### config.mk
export PLATFORM = sky130hd
export DESIGN_NAME = dsp_voice_mixer
export DESIGN_NICKNAME = d
export VERILOG_FILES = /design/src/rtl/dsp_voice_mixer.sv
export SDC_FILE = /design/constraint.sdc
export NUM_CORES = 2
export LEC_CHECK = 0
export CAP_MARGIN = 15
export CELL_PAD_IN_SITES_DETAIL_PLACEMENT = 2
export CELL_PAD_IN_SITES_GLOBAL_PLACEMENT = 2
export CORE_UTILIZATION = 34
export CTS_CLUSTER_SIZE = 25
export DETAILED_ROUTE_END_ITERATION = 10
export GPL_TIMING_DRIVEN = 1
export PLACE_DENSITY = 0.83
export SETUP_SLACK_MARGIN = 0.1
export SLEW_MARGIN = 0
export SYNTH_ARGS = -nofsm -noshare
export SYNTH_HDL_FRONTEND = slang
export SYNTH_SLANG_ARGS = --single-unit
### constraint.sdc
create_clock -name clock -period 8.44 [get_ports clock]
set_input_delay 2.11 -clock clock [delete_from_list [all_inputs] [get_ports clock]]
set_output_delay 2.11 -clock clock [all_outputs]
set_load 0.01 [all_outputs]
### src/rtl/dsp_voice_mixer.sv
// Time-multiplexed stereo voice mixer: one voice per clock through a shared MAC,
// master volume with saturation, and the output sample-rate timebase for the decoders.
module dsp_voice_mixer #(
    parameter int NUM_VOICES        = 8,
    parameter int CLOCKS_PER_SAMPLE = 768
) (
    input  logic                      clock,
    input  logic                      reset,
    input  logic                      enable,
    input  logic [16*NUM_VOICES-1:0]  voice_samples,
    input  logic [NUM_VOICES-1:0]     voice_mute,
    input  logic [8*NUM_VOICES-1:0]   voice_volume_left,
    input  logic [8*NUM_VOICES-1:0]   voice_volume_right,
    input  logic [7:0]                master_volume_left,
    input  logic [7:0]                master_volume_right,
    output logic                      advance_trigger,
    output logic [15:0]               sample_left,
    output logic [15:0]               sample_right,
    output logic                      sample_valid,
    output logic                      busy
);

    localparam int CNT_W = $clog2(CLOCKS_PER_SAMPLE);
    localparam int IDX_W = (NUM_VOICES > 1) ? $clog2(NUM_VOICES) : 1;
    localparam logic [CNT_W-1:0] TICK_LAST = CNT_W'(CLOCKS_PER_SAMPLE - 1);
    localparam logic [IDX_W-1:0] IDX_LAST  = IDX_W'(NUM_VOICES - 1);

    typedef enum logic [1:0] {IDLE, ACCUM, MASTER, OUTPUT} state_t;

    function automatic logic signed [15:0] sat16(input logic signed [23:0] v);
        if (v > 24'sd32767)
            return 16'sh7fff;
        else if (v < -24'sd32768)
            return 16'sh8000;
        else
            return v[15:0];
    endfunction

    state_t state_q, state_d;
    logic [CNT_W-1:0] tick_cnt;
    logic             tick;
    logic             start;
    logic [IDX_W-1:0] idx;

    logic [16*NUM_VOICES-1:0] samples_p0;
    logic [NUM_VOICES-1:0]    mute_p0;
    logic [8*NUM_VOICES-1:0]  vol_l_p0;
    logic [8*NUM_VOICES-1:0]  vol_r_p0;
    logic signed [23:0]       acc_l_p1, acc_r_p1;

    logic signed [15:0] cur_s;
    logic signed [7:0]  cur_vl, cur_vr;
    logic signed [23:0] prod_l, prod_r;
    logic signed [7:0]  mvol_l, mvol_r;
    logic signed [15:0] clamp_l, clamp_r;
    logic signed [23:0] mprod_l, mprod_r;
    logic signed [15:0] pend_l, pend_r;

    assign tick  = (tick_cnt == TICK_LAST);
    assign start = (state_q == IDLE) && tick && enable;
    assign busy  = (state_q != IDLE);

    always_ff @(posedge clock or negedge reset) begin
        if (!reset)
            tick_cnt <= '0;
        else if (tick)
            tick_cnt <= '0;
        else
            tick_cnt <= tick_cnt + CNT_W'(1);
    end

    always_ff @(posedge clock or negedge reset) begin
        if (!reset)
            state_q <= IDLE;
        else
            state_q <= state_d;
    end

    always_comb begin
        state_d = state_q;
        case (state_q)
            IDLE:    if (start) state_d = ACCUM;
            ACCUM:   if (idx == IDX_LAST) state_d = MASTER;
            MASTER:  state_d = OUTPUT;
            OUTPUT:  state_d = IDLE;
            default: state_d = IDLE;
        endcase
    end

    // Stage p0 -> p1: select the current voice from the snapshot and form both products
    always_comb begin
        cur_s  = samples_p0[{idx, 4'b0000} +: 16];
        cur_vl = vol_l_p0[{idx, 3'b000} +: 8];
        cur_vr = vol_r_p0[{idx, 3'b000} +: 8];
        if (mute_p0[idx])
            cur_s = '0;
    end

    assign prod_l = 24'(cur_s) * 24'(cur_vl);
    assign prod_r = 24'(cur_s) * 24'(cur_vr);

    // Stage p1 -> output: clamp bus to 16 bits, apply master volume, saturate
    assign mvol_l  = master_volume_left;
    assign mvol_r  = master_volume_right;
    assign clamp_l = sat16(acc_l_p1);
    assign clamp_r = sat16(acc_r_p1);
    assign mprod_l = 24'(clamp_l) * 24'(mvol_l);
    assign mprod_r = 24'(clamp_r) * 24'(mvol_r);
    assign pend_l  = sat16(mprod_l >>> 7);
    assign pend_r  = sat16(mprod_r >>> 7);

    always_ff @(posedge clock or negedge reset) begin
        if (!reset) begin
            samples_p0      <= '0;
            mute_p0         <= '0;
            vol_l_p0        <= '0;
            vol_r_p0        <= '0;
            acc_l_p1        <= '0;
            acc_r_p1        <= '0;
            idx             <= '0;
            sample_left     <= '0;
            sample_right    <= '0;
            sample_valid    <= 1'b0;
            advance_trigger <= 1'b0;
        end else begin
            if (start) begin
                samples_p0 <= voice_samples;
                mute_p0    <= voice_mute;
                vol_l_p0   <= voice_volume_left;
                vol_r_p0   <= voice_volume_right;
                acc_l_p1   <= '0;
                acc_r_p1   <= '0;
                idx        <= '0;
            end else if (state_q == ACCUM) begin
                acc_l_p1 <= acc_l_p1 + (prod_l >>> 6);
                acc_r_p1 <= acc_r_p1 + (prod_r >>> 6);
                idx      <= idx + IDX_W'(1);
            end
            // Outputs land on the edge leaving MASTER so data and pulses share the OUTPUT cycle
            if (state_q == MASTER) begin
                sample_left  <= pend_l;
                sample_right <= pend_r;
            end
            sample_valid    <= (state_q == MASTER);
            advance_trigger <= (state_q == MASTER);
        end
    end

endmodule

* Yosys cells after proc, flatten, opt, wreduce, memory -nomap -nowiden
Cells that the tools add are included.
Operators by class: add/subtract/negate cells 4, multipliers 4, order comparisons 9, eq/ne operators 7, shift-type cells 3, multiplexer cells 21, reductions and logical operators 6
Operators by type and width (number):
- $mux W16 | 9
- $shiftx A128 B8 Y16 | 1
- $shiftx A64 B7 Y8 | 2
- $mul A16 B8 Y24 | 4
- $mux W24 | 4
- $add A24 B18 Y24 | 2
- $gt A24 B16 Y1 const B | 2
- $lt A24 B16 Y1 const B | 2
- $gt A17 B16 Y1 const B | 2
- $lt A17 B16 Y1 const B | 2
- $add A10 B1 Y10 const B | 1
- $eq A10 B10 Y1 const B | 1
- $mux W10 | 1
- $pmux W2 S4 | 1
- $mux W3 | 2
- $eq A2 B2 Y1 const B | 2
- $lt A3 B4 Y1 const B | 1
- $mux W2 | 2
- $ne A2 B2 Y1 const B | 2
- $reduce_bool A2 Y1 | 2
- $add A3 B1 Y3 const B | 1
- $bmux W1 S3 | 1
- $eq A3 B3 Y1 const B | 1
- $eq A2 B1 Y1 const B | 1
- other kinds (4) | 5
Word-level totals: bits in registers 360, bits of input ports 283, output and inout bits 35, logic and storage cells 66

* Logic depth before layout (Yosys ltp)
depth after elaboration 7, depth in mapped cells 38, gate-level depth less buffers 34

* Worst setup path before layout
Ideal clock, no wire load.
kind register to register, start register idx[0], end register acc_l_p1[23], setup time 78 ps, arrival time 8803 ps, required time 8362 ps, slack -441 ps, cell stages (with the launch flop) 37, buffers on the path 4, path through dfrtp_1 -> clkbuf_1 -> buf_2 -> buf_2 -> buf_2 -> mux4_2 -> mux2i_1 -> or2_2 -> fa_1 -> fa_1 -> inv_1 -> fa_1 -> inv_1 -> fa_1 -> inv_1 -> ha_1 -> and4b_1 -> a2111oi_4 -> a21oi_2 -> a41o_1 -> nor2b_1 -> o21bai_1 -> nand2_1 -> a21o_1 -> a21oi_1 -> xnor2_1 -> ha_1 -> and3_1 -> a221o_1 -> a21oi_1 -> nor3b_1 -> o221ai_1 -> nand3_1 -> nand4b_1 -> xnor2_1 -> or3_1 -> a21oi_1
Between the ends: cells in the longest elaborated chain, start to end 7
Ends and longest elaborated chain:
- from (decl) | line 43 | logic [IDX_W-1:0] idx;
- from (signal assigned) | line 137 | idx <= idx + IDX_W'(1);
- parallel branches: the longest is 3 deep, another holds $shiftx A128 B8 Y16
- $mul A16 B8 Y24 (*) | line 99 | assign prod_l = 24'(cur_s) * 24'(cur_vl);
- $add A24 B18 Y24 (*) | line 135 | acc_l_p1 <= acc_l_p1 + (prod_l >>> 6);
- $mux W24 (*) | line 134 | end else if (state_q == ACCUM) begin
- $mux W24 (*) | line 126 | if (start) begin
- to (signal assigned) | line 135
- to (decl) | line 49 | logic signed [23:0] acc_l_p1, acc_r_p1;
Mark *: on every way between the ends. The select of a mux whose other input is x is not followed. A chain may end at the register's enable or synchronous reset.

* Worst setup path after layout
Same ends and word-level chain as after synthesis.

==> flow_summary.html <==
<table>
<tr><th>Metric</th><th>Value</th></tr>
<tr><th colspan="2">Global route</th></tr>
<tr><td>Global-route wire length before repair</td><td>between 200 and 250 mm</td></tr>
<tr><td>Pin count of the biggest net entering global routing</td><td>210</td></tr>
<tr><td>Overflow left after global routing</td><td>0</td></tr>
<tr><td>Antenna violations before repair</td><td>2</td></tr>
<tr><td>Number of global-route vias before repair</td><td>between 30,000 and 40,000</td></tr>
<tr><td>GR Util All Layers</td><td>between 20% and 30%</td></tr>
<tr><th colspan="2">Floorplanning</th></tr>
<tr><td>Core area</td><td>around 100,000 sq um</td></tr>
<tr><td>Row count</td><td>roughly 120</td></tr>
<tr><td>Initial Util</td><td>between 30 and 40%</td></tr>
<tr><td>Number of top-level pins</td><td>~320</td></tr>
<tr><td>Die Ht</td><td>~320 um</td></tr>
<tr><td>Die span in x</td><td>324 um</td></tr>
<tr><td>Full die area</td><td>approximately 100,000 sq um</td></tr>
<tr><th colspan="2">Yosys</th></tr>
<tr><td>Count of state elements after synthesis</td><td>360</td></tr>
<tr><td>Nets in the synthesized netlist</td><td>4,831</td></tr>
<tr><td>Share of the yosys chip area belonging to registers</td><td>about a quarter</td></tr>
<tr><td>Yosys cell types</td><td>75</td></tr>
<tr><td>Mean area per synthesized cell</td><td>about 9 sq um</td></tr>
<tr><td>Mapped Cells</td><td>between 3,000 and 4,000</td></tr>
<tr><td>Count of flip-flops with a built-in enable after synthesis</td><td>0</td></tr>
<tr><td>Async set-reset flop share out of synthesis</td><td>100%</td></tr>
<tr><td>Yosys synthesis warning count</td><td>0</td></tr>
<tr><td>Main synth FF type</td><td>dfrtp_1</td></tr>
<tr><td>Mapped cell area</td><td>approximately 35,000 sq um</td></tr>
<tr><th colspan="2">Layout</th></tr>
<tr><td>Net count reported at finish</td><td>about 5,200</td></tr>
<tr><td>Synthesis-to-finish area growth</td><td>22.4%</td></tr>
<tr><td>Utilization after layout</td><td>42.2%</td></tr>
<tr><td>Summed area of non-filler cells in the final layout</td><td>between 40,000 and 50,000 sq um</td></tr>
<tr><td>Final-layout fill cell count</td><td>between 10,000 and 15,000</td></tr>
<tr><td>Layout cell share with drive strength beyond 1</td><td>10.4%</td></tr>
<tr><th colspan="2">Setup path</th></tr>
<tr><td>Cell with the biggest individual delay on the critical path</td><td>fa_1</td></tr>
<tr><td>Data required time of the worst path</td><td>approximately 9 ns</td></tr>
<tr><td>Kind of capture point of the worst setup path</td><td>flip-flop</td></tr>
<tr><td>CP max stage delay</td><td>~0.51 ns</td></tr>
<tr><td>Critical path start-end classification</td><td>flip-flop to flip-flop</td></tr>
<tr><td>Critical path data arrival time</td><td>about 9.4 ns</td></tr>
<tr><td>Crit start category</td><td>flip-flop</td></tr>
<tr><td>Most frequent CP cell</td><td>inv_1</td></tr>
<tr><td>Crit Path Max Fanout</td><td>10</td></tr>
<tr><th colspan="2">Pwr</th></tr>
<tr><td>Max IR drop VDD</td><td>0.149 mV</td></tr>
<tr><td>Power density normalized to cell area</td><td>129 nW/um^2</td></tr>
<tr><td>Static Leakage</td><td>between 20 and 25 nW</td></tr>
<tr><th colspan="2">Routing</th></tr>
<tr><td>Total wire length</td><td>approximately 140 mm</td></tr>
<tr><td>Via count normalized by instance count</td><td>5.32</td></tr>
<tr><td>Antenna Violating Nets Remaining</td><td>0</td></tr>
<tr><td>Count of unresolved DRC violations after routing</td><td>0</td></tr>
<tr><td>Number of iterations in the first detailed-routing pass</td><td>5</td></tr>
<tr><td>DR vias</td><td>slightly above 30,000</td></tr>
<tr><td>DRC violation total after the first TritonRoute iteration</td><td>around 1,900</td></tr>
<tr><td>Post-DR wirelength/cell</td><td>around 25 um</td></tr>
<tr><th colspan="2">Timing</th></tr>
<tr><td># setup viols final</td><td>4</td></tr>
<tr><td>Final WS setup</td><td>-0.385 ns</td></tr>
<tr><td>Unrepaired setup endpoints after global routing</td><td>yes</td></tr>
<tr><td>Clock skew</td><td>around 0.024 ns</td></tr>
<tr><td>Final critical path time including I/O delays and setup</td><td>8.82 ns</td></tr>
<tr><td>Final Hold Vio Count</td><td>0</td></tr>
<tr><td>Slew Viols, Final</td><td>0</td></tr>
<tr><td>Transition at the pin with the smallest max-transition slack</td><td>~1.2 ns</td></tr>
<tr><td>Worst slew margin relative to its limit</td><td>between 10% and 20%</td></tr>
<tr><td>Maximum clock frequency</td><td>~0.11 GHz</td></tr>
<tr><td>Period utilisation layout</td><td>105%</td></tr>
<tr><th colspan="2">Placed design</th></tr>
<tr><td>Cell area reported after detailed placement</td><td>just over 40,000 sq um</td></tr>
<tr><td>Routability congestion estimate</td><td>0.844</td></tr>
<tr><td>Placed wire-length estimate</td><td>around 97 mm</td></tr>
<tr><td>IO Port Bufs</td><td>roughly 320</td></tr>
<tr><td>Worst slack at placement</td><td>-0.171 ns</td></tr>
<tr><th colspan="2">Clocking</th></tr>
<tr><td>Root buf cell</td><td>clkbuf_16</td></tr>
<tr><td>Clock Tree Buf Depth</td><td>3</td></tr>
<tr><td>Clock buffer count from CTS</td><td>46</td></tr>
<tr><td>Clock transition at the registers of the reported paths</td><td>around 0.060 ns</td></tr>
<tr><td>Insertion delay to the later sink of the worst-skew pair</td><td>~0.62 ns</td></tr>
<tr><td>Deepest level of the CTS H-tree</td><td>2</td></tr>
<tr><td>Sinks on Clock Net</td><td>360</td></tr>
<tr><td>CTS tree</td><td>built</td></tr>
<tr><th colspan="2">Status</th></tr>
<tr><td>Run status</td><td>finished with violations</td></tr>
<tr><td>Failing checks</td><td>setup timing</td></tr>
<tr><th colspan="2">Worst hold path</th></tr>
<tr><td>Worst hold path class</td><td>flip-flop to flip-flop</td></tr>
<tr><th colspan="2">Run</th></tr>
<tr><td>Number of max-capacitance violations reported</td><td>0</td></tr>
</table>
-- report_power, final --
| group | internal (mW) | switching, mW | leakage, nW |
|---|---|---|---|
| logic | 0.813 | 1.03 | 15.6 |
| clock network | 1.11 | 0.896 | 0.703 |
| registers | 1.73 | 0 | 4.62 |
-- per-stage QoR --
stage	power [mW]	setup TNS [ns]	hold slack (ns)	cells
5_1_grt	5.88	-2.88	0.503	5688
4_1_cts	5.63	0	0.479	5667
3_3_place_gp	3.47	0	0.453	5568
6_report	5.57	-1.04	0.484	5691
2_1_floorplan	2.98	0	0.440	3917
3_5_place_dp	3.61	-0.345	0.464	5568
-- synthesized netlist by cell type, types with 5 or more instances --
cell | number | area share [%]
a211oi_1 | 10 | 0.21
a21boi_0 | 5 | 0.11
a21o_1 | 24 | 0.51
a21oi_1 | 74 | 1.1
a21oi_2 | 5 | 0.12
a31o_2 | 5 | 0.12
a31oi_1 | 7 | 0.12
and2_1 | 180 | 3.2
and3_1 | 18 | 0.32
buf_1 | 11 | 0.12
buf_2 | 17 | 0.24
clkbuf_1 | 130 | 1.4
dfrtp_1 | 360 | 26
fa_1 | 406 | 23
ha_1 | 225 | 8.0
inv_1 | 542 | 5.8
mux2_2 | 24 | 0.77
mux2i_1 | 46 | 1.3
mux4_2 | 66 | 4.2
nand2_1 | 941 | 10
nand2b_1 | 25 | 0.44
nand3_1 | 67 | 0.95
nand4_1 | 10 | 0.18
nor2_1 | 300 | 3.2
nor2b_1 | 29 | 0.51
nor3_1 | 26 | 0.37
nor3b_1 | 6 | 0.13
nor4_1 | 6 | 0.11
o211ai_1 | 8 | 0.17
o21a_1 | 44 | 0.94
o21ai_0 | 47 | 0.67
o21ai_1 | 8 | 0.11
o21bai_1 | 8 | 0.17
o22ai_1 | 32 | 0.57
or2_2 | 17 | 0.30
or3_1 | 12 | 0.21
xnor2_1 | 90 | 2.2
xor2_1 | 29 | 0.72
-- critical path: cells and delay by family, from the launching register on --
kind,cells,cell delay (ns)
buffers and inverters,9,1.17
adders and majority gates,6,2.21
muxes,2,0.85
AOI/OAI and AO/OA,9,1.89
DFF,1,0.50
and+or+nand+nor,10,1.80
xor gates and xnor gates,2,0.30
-- cells in the final DEF (no fill, tap or decap), types with 37 or more instances in the layout --
cell	Yosys	layout
nand2_1	941	927
mux2i_1	46	37
dfrtp_1	360	357
nor2_1	300	291
a21oi_1	74	63
clkbuf_16	0	48
mux4_2	66	66
o21ai_0	47	44
inv_1	542	539
nand3_1	67	65
fa_1	406	403
clkdlybuf4s50_1	0	316
ha_1	225	217
and2_1	180	179
xnor2_1	90	88
buf_4	2	127
o21a_1	44	44
-- kinds of logic (layout without fill, tap and decap cells) --
logic type                 Yosys count  count (layout)  synth area share [%]
other                                0               5                     0
adders and majority gates          631             631                  31.1
and+or+nand+nor                   1652            1652                  20.3
muxes                              136             136                  6.29
AOI/OAI and AO/OA                  314             314                  6.14
xor gates and xnor gates           120             120                  3.00
DFF                                360             360                  25.6
buffers and inverters              704            1105                  7.60
-- registers in the layout, summed over array words and instances, names as in the netlist --
signal,cells
samples_p0,128
vol_l_p0,64
vol_r_p0,64
acc_l_p1,24
acc_r_p1,24
sample_left,16
sample_right,16
tick_cnt,10
mute_p0,8
idx,3
state_q,2
sample_valid,1
-- final timing paths --
kind	from	depth (start not counted)	slack (ns)	end
hold / removal	vol_r_p0[35]	2	0.48	vol_r_p0[35]
hold reg to reg	vol_r_p0[35]	2	0.48	vol_r_p0[35]
setup reg to reg	idx[0]	38	-0.38	acc_l_p1[23]
setup / recovery	idx[0]	38	-0.38	acc_l_p1[23]
max in group asynchronous	reset	2	5.28	idx[1]
min in group asynchronous	reset	1	1.46	vol_r_p0[43]
-- layer usage --
layer / GRT usage, % / up-vias / share of wire, %
met3: 2.48 / 451 / 3.8
met4: 11.0 / 0 / 6.1
met1: 28.8 / 15900 / 37
met5: 0 / - / 0
li1: - / 13000 / -
met2: 46.1 / 929 / 53
-- final cells by class --
cell class                      instances  area [sq um]  area share (%)
Multi-Input combinational cell       2853         24000            55.8
Clock buffer                           66          1310            3.03
Sequential cell                       360          9020            20.9
Timing Repair Buffer                  482          4820            11.2
Inverter                              543          2040            4.73
Clock inverter                         14           148           0.343
Antenna cell                            5          12.5          0.0290
Tap cell                             1368          1710            3.97
-- what timing repair did --
action                                  in CTS  in global routing
gates cloned                                 3                  2
resized for setup                           44                102
endpoints found under the setup margin       7                 19
hold buffers                                 0                  0
buffers inserted                            16                 19
endpoints found under the hold margin        0                  0
pin swaps                                   20                 48
Power figures use the tool's default switching activity.
